===== src/rtl/frame_pkg.sv =====
`default_nettype none
// ============================================================================
//  Module   : frame_pkg
//  Purpose  : Shared frame geometry, bus widths and writer state encoding.
//             Imported by the frame RAM writer and by the display-side block
//             so both agree on frame size and address/pixel widths.
//  Revision : 1.0  initial release
// ============================================================================
package frame_pkg;

    localparam int H_ACT     = 480;            // active pixels per line
    localparam int V_ACT     = 270;            // active lines per frame
    localparam int FRAME_PIX = H_ACT * V_ACT;  // words per frame (129600)
    localparam int ADDR_W    = 17;             // RAM address width
    localparam int PIX_W     = 24;             // RGB888 pixel width
    localparam int CNT_W     = 9;              // line / column counter width

    typedef enum logic [2:0] {
        ST_IDLE     = 3'd0,
        ST_WAIT_REL = 3'd1,
        ST_WAIT_SOF = 3'd2,
        ST_WRITE    = 3'd3,
        ST_DONE     = 3'd4
    } state_t;

endpackage
`default_nettype wire


===== src/rtl/frame_ram_writer_if.sv =====
`default_nettype none
// ============================================================================
//  Module   : pix_stream_if / ram_wr_if
//  Purpose  : Bus bundles used by frame_ram_writer.
//             pix_stream_if : incoming pixel stream (valid, sof, RGB888 data)
//                             master = pixel source, slave = writer
//             ram_wr_if     : RAM write port (enable, address, data)
//                             master = writer, slave = RAM
//  Revision : 1.0  initial release
// ============================================================================
interface pix_stream_if;
    import frame_pkg::*;

    logic             pix_valid;
    logic             pix_sof;
    logic [PIX_W-1:0] pix_data;

    modport master (output pix_valid, output pix_sof, output pix_data);
    modport slave  (input  pix_valid, input  pix_sof, input  pix_data);
endinterface

interface ram_wr_if;
    import frame_pkg::*;

    logic              wr_en;
    logic [ADDR_W-1:0] wr_addr;
    logic [PIX_W-1:0]  wr_data;

    modport master (output wr_en, output wr_addr, output wr_data);
    modport slave  (input  wr_en, input  wr_addr, input  wr_data);
endinterface
`default_nettype wire


===== src/rtl/frame_addr_gen.sv =====
`default_nettype none
// ============================================================================
//  Module   : frame_addr_gen
//  Purpose  : Frame write-pointer generator. Holds the linear RAM address
//             plus column/line position of the next pixel to be written.
//  Ports    : clk, rst_n   clock, synchronous active-low reset
//             i_clr        restart the pointer at address 0
//             i_inc        advance the pointer by one pixel (applied after
//                          i_clr when both are high)
//             o_addr       current pointer
//             o_last       pointer sits on the final pixel of the frame
//  Revision : 1.0  initial release
// ============================================================================
module frame_addr_gen #(
    parameter int H_ACT = frame_pkg::H_ACT,
    parameter int V_ACT = frame_pkg::V_ACT
) (
    input  wire logic                        clk,
    input  wire logic                        rst_n,
    input  wire logic                        i_clr,
    input  wire logic                        i_inc,
    output logic      [frame_pkg::ADDR_W-1:0] o_addr,
    output logic                             o_last
);
    import frame_pkg::*;

    localparam logic [CNT_W-1:0]  c_COL_LAST  = CNT_W'(H_ACT - 1);
    localparam logic [CNT_W-1:0]  c_LINE_LAST = CNT_W'(V_ACT - 1);
    localparam logic [CNT_W-1:0]  c_CNT_ONE   = CNT_W'(1);
    localparam logic [ADDR_W-1:0] c_ADDR_ONE  = ADDR_W'(1);

    logic [ADDR_W-1:0] r_addr, w_addr_base, w_addr_nxt;
    logic [CNT_W-1:0]  r_col,  w_col_base,  w_col_nxt;
    logic [CNT_W-1:0]  r_line, w_line_base, w_line_nxt;

    // Clear selects the base, increment is then applied to that base, so
    // clear+increment lands on address 1 (used when a pixel is written to 0).
    always_comb begin
        w_addr_base = i_clr ? '0 : r_addr;
        w_col_base  = i_clr ? '0 : r_col;
        w_line_base = i_clr ? '0 : r_line;
        w_addr_nxt  = w_addr_base;
        w_col_nxt   = w_col_base;
        w_line_nxt  = w_line_base;
        if (i_inc) begin
            w_addr_nxt = w_addr_base + c_ADDR_ONE;
            if (w_col_base == c_COL_LAST) begin
                w_col_nxt  = '0;
                w_line_nxt = w_line_base + c_CNT_ONE;
            end else begin
                w_col_nxt  = w_col_base + c_CNT_ONE;
            end
        end
    end

    always_ff @(posedge clk) begin
        if (!rst_n) begin
            r_addr <= '0;
            r_col  <= '0;
            r_line <= '0;
        end else begin
            r_addr <= w_addr_nxt;
            r_col  <= w_col_nxt;
            r_line <= w_line_nxt;
        end
    end

    assign o_addr = r_addr;
    assign o_last = (r_col == c_COL_LAST) && (r_line == c_LINE_LAST);

endmodule
`default_nettype wire


===== src/rtl/frame_ram_writer.sv =====
`default_nettype none
// ============================================================================
//  Module   : frame_ram_writer
//  Purpose  : Captures one complete video frame into a frame RAM on request,
//             waiting for the display side to release the RAM first, then
//             asks the display to switch over to the RAM image.
//  Ports    : clk, rst_n     pixel clock, synchronous active-low reset
//             start          one-cycle capture request
//             frame_sw_ram   1 = display is currently reading the RAM
//             pix            pixel stream (slave)
//             ram            registered RAM write port (master)
//             switch_ram     request display to show RAM instead of ROM
//             pic_done       sticky: a full frame was written since reset
//             busy           capture in progress
//             sof_err        one-cycle pulse on a start-of-frame mid-frame
//  Revision : 1.0  initial release
// ============================================================================
module frame_ram_writer #(
    parameter int H_ACT     = frame_pkg::H_ACT,
    parameter int V_ACT     = frame_pkg::V_ACT,
    parameter int FRAME_PIX = H_ACT * V_ACT
) (
    input  wire logic   clk,
    input  wire logic   rst_n,
    input  wire logic   start,
    input  wire logic   frame_sw_ram,
    pix_stream_if.slave pix,
    ram_wr_if.master    ram,
    output logic        switch_ram,
    output logic        pic_done,
    output logic        busy,
    output logic        sof_err
);
    import frame_pkg::*;

    // A one-word frame finishes on the very pixel that restarts the pointer.
    localparam bit c_ONE_PIX = (FRAME_PIX == 1);

    state_t            r_state, w_state_nxt;
    logic              w_start_acc;
    logic              w_accept;
    logic              w_restart;
    logic              w_sof_err;
    logic              w_last;
    logic              w_gen_clr;
    logic              w_gen_inc;
    logic              w_gen_last;
    logic [ADDR_W-1:0] w_ptr;
    logic [ADDR_W-1:0] w_wr_addr;

    logic              r_wr_en;
    logic [ADDR_W-1:0] r_wr_addr;
    logic [PIX_W-1:0]  r_wr_data;
    logic              r_sof_err;
    logic              r_fin;
    logic              r_switch_ram;
    logic              r_pic_done;

    always_ff @(posedge clk) begin
        if (!rst_n) begin
            r_state <= ST_IDLE;
        end else begin
            r_state <= w_state_nxt;
        end
    end

    always_comb begin
        w_state_nxt = r_state;
        w_start_acc = 1'b0;
        w_accept    = 1'b0;
        w_restart   = 1'b0;
        w_sof_err   = 1'b0;
        case (r_state)
            ST_IDLE, ST_DONE: begin
                if (start) begin
                    w_state_nxt = ST_WAIT_REL;
                    w_start_acc = 1'b1;
                end
            end
            ST_WAIT_REL: begin
                // Only write once the display has let go of the RAM.
                if (!frame_sw_ram) begin
                    w_state_nxt = ST_WAIT_SOF;
                end
            end
            ST_WAIT_SOF: begin
                if (pix.pix_valid && pix.pix_sof) begin
                    w_accept    = 1'b1;
                    w_restart   = 1'b1;
                    w_state_nxt = ST_WRITE;
                end
            end
            ST_WRITE: begin
                if (pix.pix_valid) begin
                    w_accept = 1'b1;
                    if (pix.pix_sof) begin
                        // Resynchronise on the new frame boundary.
                        w_restart = 1'b1;
                        w_sof_err = (w_ptr != '0);
                    end
                end
            end
            default: begin
                w_state_nxt = ST_IDLE;
            end
        endcase
        w_last = w_accept && (w_restart ? c_ONE_PIX : w_gen_last);
        if (w_last) begin
            w_state_nxt = ST_DONE;
        end
    end

    // The pointer is parked at 0 after the final write so it never runs
    // past the end of the frame.
    assign w_gen_clr = w_start_acc | w_restart | w_last;
    assign w_gen_inc = w_accept & ~w_last;
    assign w_wr_addr = w_restart ? '0 : w_ptr;

    frame_addr_gen #(
        .H_ACT (H_ACT),
        .V_ACT (V_ACT)
    ) u_addr_gen (
        .clk    (clk),
        .rst_n  (rst_n),
        .i_clr  (w_gen_clr),
        .i_inc  (w_gen_inc),
        .o_addr (w_ptr),
        .o_last (w_gen_last)
    );

    always_ff @(posedge clk) begin
        if (!rst_n) begin
            r_wr_en      <= 1'b0;
            r_wr_addr    <= '0;
            r_wr_data    <= '0;
            r_sof_err    <= 1'b0;
            r_fin        <= 1'b0;
            r_switch_ram <= 1'b0;
            r_pic_done   <= 1'b0;
        end else begin
            r_wr_en   <= w_accept;
            r_sof_err <= w_sof_err;
            r_fin     <= w_last;
            if (w_accept) begin
                r_wr_addr <= w_wr_addr;
                r_wr_data <= pix.pix_data;
            end
            // r_fin marks the cycle the final write is on the bus; the
            // display is told to switch only after that write has landed.
            if (w_start_acc) begin
                r_switch_ram <= 1'b0;
            end else if (r_fin) begin
                r_switch_ram <= 1'b1;
            end
            if (r_fin) begin
                r_pic_done <= 1'b1;
            end
        end
    end

    assign ram.wr_en   = r_wr_en;
    assign ram.wr_addr = r_wr_addr;
    assign ram.wr_data = r_wr_data;
    assign switch_ram  = r_switch_ram;
    assign pic_done    = r_pic_done;
    assign sof_err     = r_sof_err;
    assign busy        = (r_state != ST_IDLE) && (r_state != ST_DONE);

endmodule
`default_nettype wire


===== src/flat_wrapper.sv =====
// flat-port wrapper written by rule: the top's interface ports become plain ports
module frame_ram_writer_flat import frame_pkg::*;
#(
    parameter int H_ACT     = frame_pkg::H_ACT,
    parameter int V_ACT     = frame_pkg::V_ACT,
    parameter int FRAME_PIX = H_ACT * V_ACT
)
  (clk, rst_n, start, frame_sw_ram, switch_ram, pic_done, busy, sof_err, pix_pix_valid, pix_pix_sof, pix_pix_data, ram_wr_en, ram_wr_addr, ram_wr_data);
  pix_stream_if pix_i ();
  ram_wr_if ram_i ();
  input  wire logic clk;
  input  wire logic rst_n;
  input  wire logic start;
  input  wire logic frame_sw_ram;
  output logic switch_ram;
  output logic pic_done;
  output logic busy;
  output logic sof_err;
  input wire logic [$bits(pix_i.pix_valid)-1:0] pix_pix_valid;
  input wire logic [$bits(pix_i.pix_sof)-1:0] pix_pix_sof;
  input wire logic [$bits(pix_i.pix_data)-1:0] pix_pix_data;
  output wire logic [$bits(ram_i.wr_en)-1:0] ram_wr_en;
  output wire logic [$bits(ram_i.wr_addr)-1:0] ram_wr_addr;
  output wire logic [$bits(ram_i.wr_data)-1:0] ram_wr_data;
  assign pix_i.pix_valid = pix_pix_valid;
  assign pix_i.pix_sof = pix_pix_sof;
  assign pix_i.pix_data = pix_pix_data;
  assign ram_wr_en = ram_i.wr_en;
  assign ram_wr_addr = ram_i.wr_addr;
  assign ram_wr_data = ram_i.wr_data;
  frame_ram_writer #(.H_ACT(H_ACT), .V_ACT(V_ACT), .FRAME_PIX(FRAME_PIX)) u_core (.clk(clk), .rst_n(rst_n), .start(start), .frame_sw_ram(frame_sw_ram), .pix(pix_i), .ram(ram_i), .switch_ram(switch_ram), .pic_done(pic_done), .busy(busy), .sof_err(sof_err));
endmodule

===== config.mk =====
export PLATFORM = sky130hd
export DESIGN_NAME = frame_ram_writer_flat
export DESIGN_NICKNAME = d
export VERILOG_FILES = /design/src/rtl/frame_pkg.sv /design/src/rtl/frame_ram_writer_if.sv /design/src/rtl/frame_addr_gen.sv /design/src/rtl/frame_ram_writer.sv /design/src/flat_wrapper.sv
export SDC_FILE = /design/constraint.sdc
export NUM_CORES = 1
export LEC_CHECK = 0
export CORE_ASPECT_RATIO = 1.75
export CORE_MARGIN = 2
export CORE_UTILIZATION = 50
export CTS_CLUSTER_DIAMETER = 40
export DETAILED_ROUTE_END_ITERATION = 7
export MAX_ROUTING_LAYER = met4
export PLACE_DENSITY = 0.79
export SYNTH_ARGS = -nofsm -noshare
export SYNTH_HDL_FRONTEND = slang
export SYNTH_SLANG_ARGS = --single-unit
export TNS_END_PERCENT = 50

===== constraint.sdc =====
create_clock -name clk -period 3.7 [get_ports clk]
set_input_delay 0.74 -clock clk [delete_from_list [all_inputs] [get_ports clk]]
set_output_delay 0.74 -clock clk [all_outputs]
set_load 0.005 [all_outputs]

==> impl_metrics.yaml <==
setup_path:
  cp.required_ns: 3.96
  critPathLaunchType: "input pin"
  crit_arrival_ns: 3.38
  end_kind: "flip-flop"
  critPathKind: "in -> reg"
  cp_max_fo: 6
grt:
  grt_max_degree: 36
  antenna_found_initial: 0
  grt_pass1_wl_um: 14800
  grt_overflow: 0
  grt_pass1_vias: 3212
  grt_util_all_layers_pct: 25.3
yosys:
  ys_seq_area_share_pct: 47.2
  synth_area_per_cell_um2: 8.73
  synth_edf_count: 0
  ys_async_sr_fraction_pct: 0
  yosysWarnings: 0
  synth_cells: 408
  synth-seq-cells: 84
  synth_cell_type_count: 51
  synth_nets: 440
  synthFlopType: "dfxtp_1"
  netlist_area_um2: 3560
sta:
  post-route-period-util_pct: 84.5
  setup_ws_ns: 0.573
  relSlewSlack_pct: 20.6
  fmax_ghz: 0.320
  setup_tns_ns: 0
  finalMaxSlewViolations: 0
  fin_skew_ns: 0.00691
  timing.hold.ws_ns: 0.453
  rsz0062_at_grt: "false"
  max_slew.worst_pin.slew_ns: 1.19
  setup_viol: 0
  period_minus_slack_ns: 3.13
  hold_violations: 0
clock_tree:
  postCtsHoldBufs: 0
  h-tree-depth: 3
  post_cts_resized: 0
  cts_setup_buffers: 0
  clkTransAtPathRegs_ns: 0.06
  insertion_delay_ns: 0.34
  cts_tree: "built"
  cts_made_buffers: 9
  root_buffer: "clkbuf_16"
  clock_path_buffers: 2
  clkSinkCount: 84
detailed_routing:
  dr.first_iter.drc_count: 230
  vias: 3347
  wl_per_cell_um: 15.9
  ant_nets: 0
  vias_per_cell: 5.90
  remaining_drc_errors: 0
  drtPass1Iterations: 6
  drt_wl_total_um: 9040
placement:
  dpl_worst_slack_ns: 0.297
  dp_hpwl_um: 6440
  dp.cells: 551
  gp_congestion: 0.897
  io_buffers: 75
  placed_area_um2: 4380
hold_path:
  min_path_type: "reg -> reg"
finish:
  area_growth_syn_to_layout_pct: 31.0
  final_cells: 567
  post-route-util_pct: 67.6
  antenna_cells: 0
  nets: 510
  multi_input_area_um2: 1760
  nFillCells: 590
  regArea_um2: 1680
  drive_above_1_share_pct: 6.83
  design_area_um2: 4670
die:
  die_x_um: 67.8
  core_um2: 6910
  floorplan.rows: 40
  die_y_um: 116
  initial_utilization_pct: 51.6
  io-pin-count: 76
  die_area_um2: 7840
power:
  p_total_mw: 1.91
  powerDensity_nw_per_um2: 408
  ir_worst_vdd_mv: 0.253
  leakage_nw: 1.57
status:
  status: "completed"
run:
  maxCapViolCount: 0
## state kept, by name (all words and copies together), names as in the netlist
register,cells
u_core.ram.wr_data,24
u_core.sof_err,1
u_core.u_addr_gen.o_addr,17
u_core.r_state,3
u_core.u_addr_gen.r_col,9
u_core.u_addr_gen.r_line,9
u_core.pic_done,1
u_core.r_fin,1
u_core.ram.wr_en,1
u_core.switch_ram,1
u_core.ram.wr_addr,17
## Yosys cell counts (4+ instances only)
cell | number | area share (%)
xor2_1 | 4 | 0.98
and4_1 | 6 | 1.5
nand2_1 | 66 | 7.0
nand3_1 | 21 | 3.0
o211ai_1 | 5 | 1.1
buf_2 | 5 | 0.70
xnor2_1 | 9 | 2.2
nor4_1 | 8 | 1.4
nor3_1 | 9 | 1.3
a21o_1 | 6 | 1.3
o21ai_0 | 10 | 1.4
inv_1 | 6 | 0.63
nor2_1 | 23 | 2.4
or4_1 | 5 | 1.1
a22o_1 | 17 | 4.2
a21oi_1 | 44 | 6.2
or3_1 | 9 | 1.6
dfxtp_1 | 84 | 47
clkbuf_1 | 18 | 1.9
nand4_1 | 7 | 1.2
## where the power goes
group / internal, mW / total (mW) / leakage (nW) / switching, mW
clock network: 0.519 / 0.871 / 0.139 / 0.352
registers: 0.912 / 0.918 / 0.677 / 0.00669
logic: 0.0552 / 0.116 / 0.754 / 0.0606
total: 1.49 / 1.91 / 1.57 / 0.419
## placed cells by master, fill, tap and decap left out, types with 7 or more instances in the layout
cell	n
o21ai_0	10
buf_4	8
nor4_1	8
clkdlybuf4s50_1	75
a22o_1	17
nand2_1	66
clkbuf_16	9
nor3_1	8
nor2_1	22
or3_1	9
nand4_1	7
nand3_1	21
a21oi_1	44
dfxtp_1	84
xnor2_1	9
## cells by family after synthesis
family                     after synthesis  share of synthesized area [%]
buffers and inverters                   31                           3.65
xor gates and xnor gates                13                           3.20
AOI/OAI and AO/OA                      105                           20.3
adders and majority gates                2                          0.703
muxes                                    2                          0.562
DFF                                     84                           47.2
and+or+nand+nor                        171                           24.4
## per-layer routing
layer,vias to the layer above,GRT usage (%),routed length (um)
li1,1626,-,-
met1,1587,28.1,3550
met2,114,43.4,4840
met3,20,4.27,465
met4,0,11.3,188
met5,-,-,0
## final cells by class
cell class                      instances  area share [%]
Timing Repair Buffer                   83            17.4
Sequential cell                        84            36.0
Multi-Input combinational cell        293            37.7
Clock buffer                           11            4.99
Clock inverter                          5            1.13
Tap cell                               84            2.25
Inverter                                7           0.563
## worst max-delay path, cell delays in order
cell,delay (ns)
clkdlybuf4s50_1,0.47
o211a_1,0.26
and4_1,0.24
a21boi_1,0.31
and2_1,0.19
ha_1,0.20
nand2_1,0.13
a211o_1,0.35
or3_1,0.33
a21oi_1,0.17
## worst paths after layout
path	start	endpoint	slack, ns	cells past startpoint
max	pix_pix_sof	u_core.u_addr_gen.o_addr[14]	0.57	10
min	u_core.ram.wr_data[15]	u_core.ram.wr_data[15]	0.45	2
max reg2reg	u_core.u_addr_gen.r_line[5]	u_core.u_addr_gen.o_addr[14]	0.94	9
min reg2reg	u_core.ram.wr_data[15]	u_core.ram.wr_data[15]	0.45	2
Power figures use the tool's default switching activity.
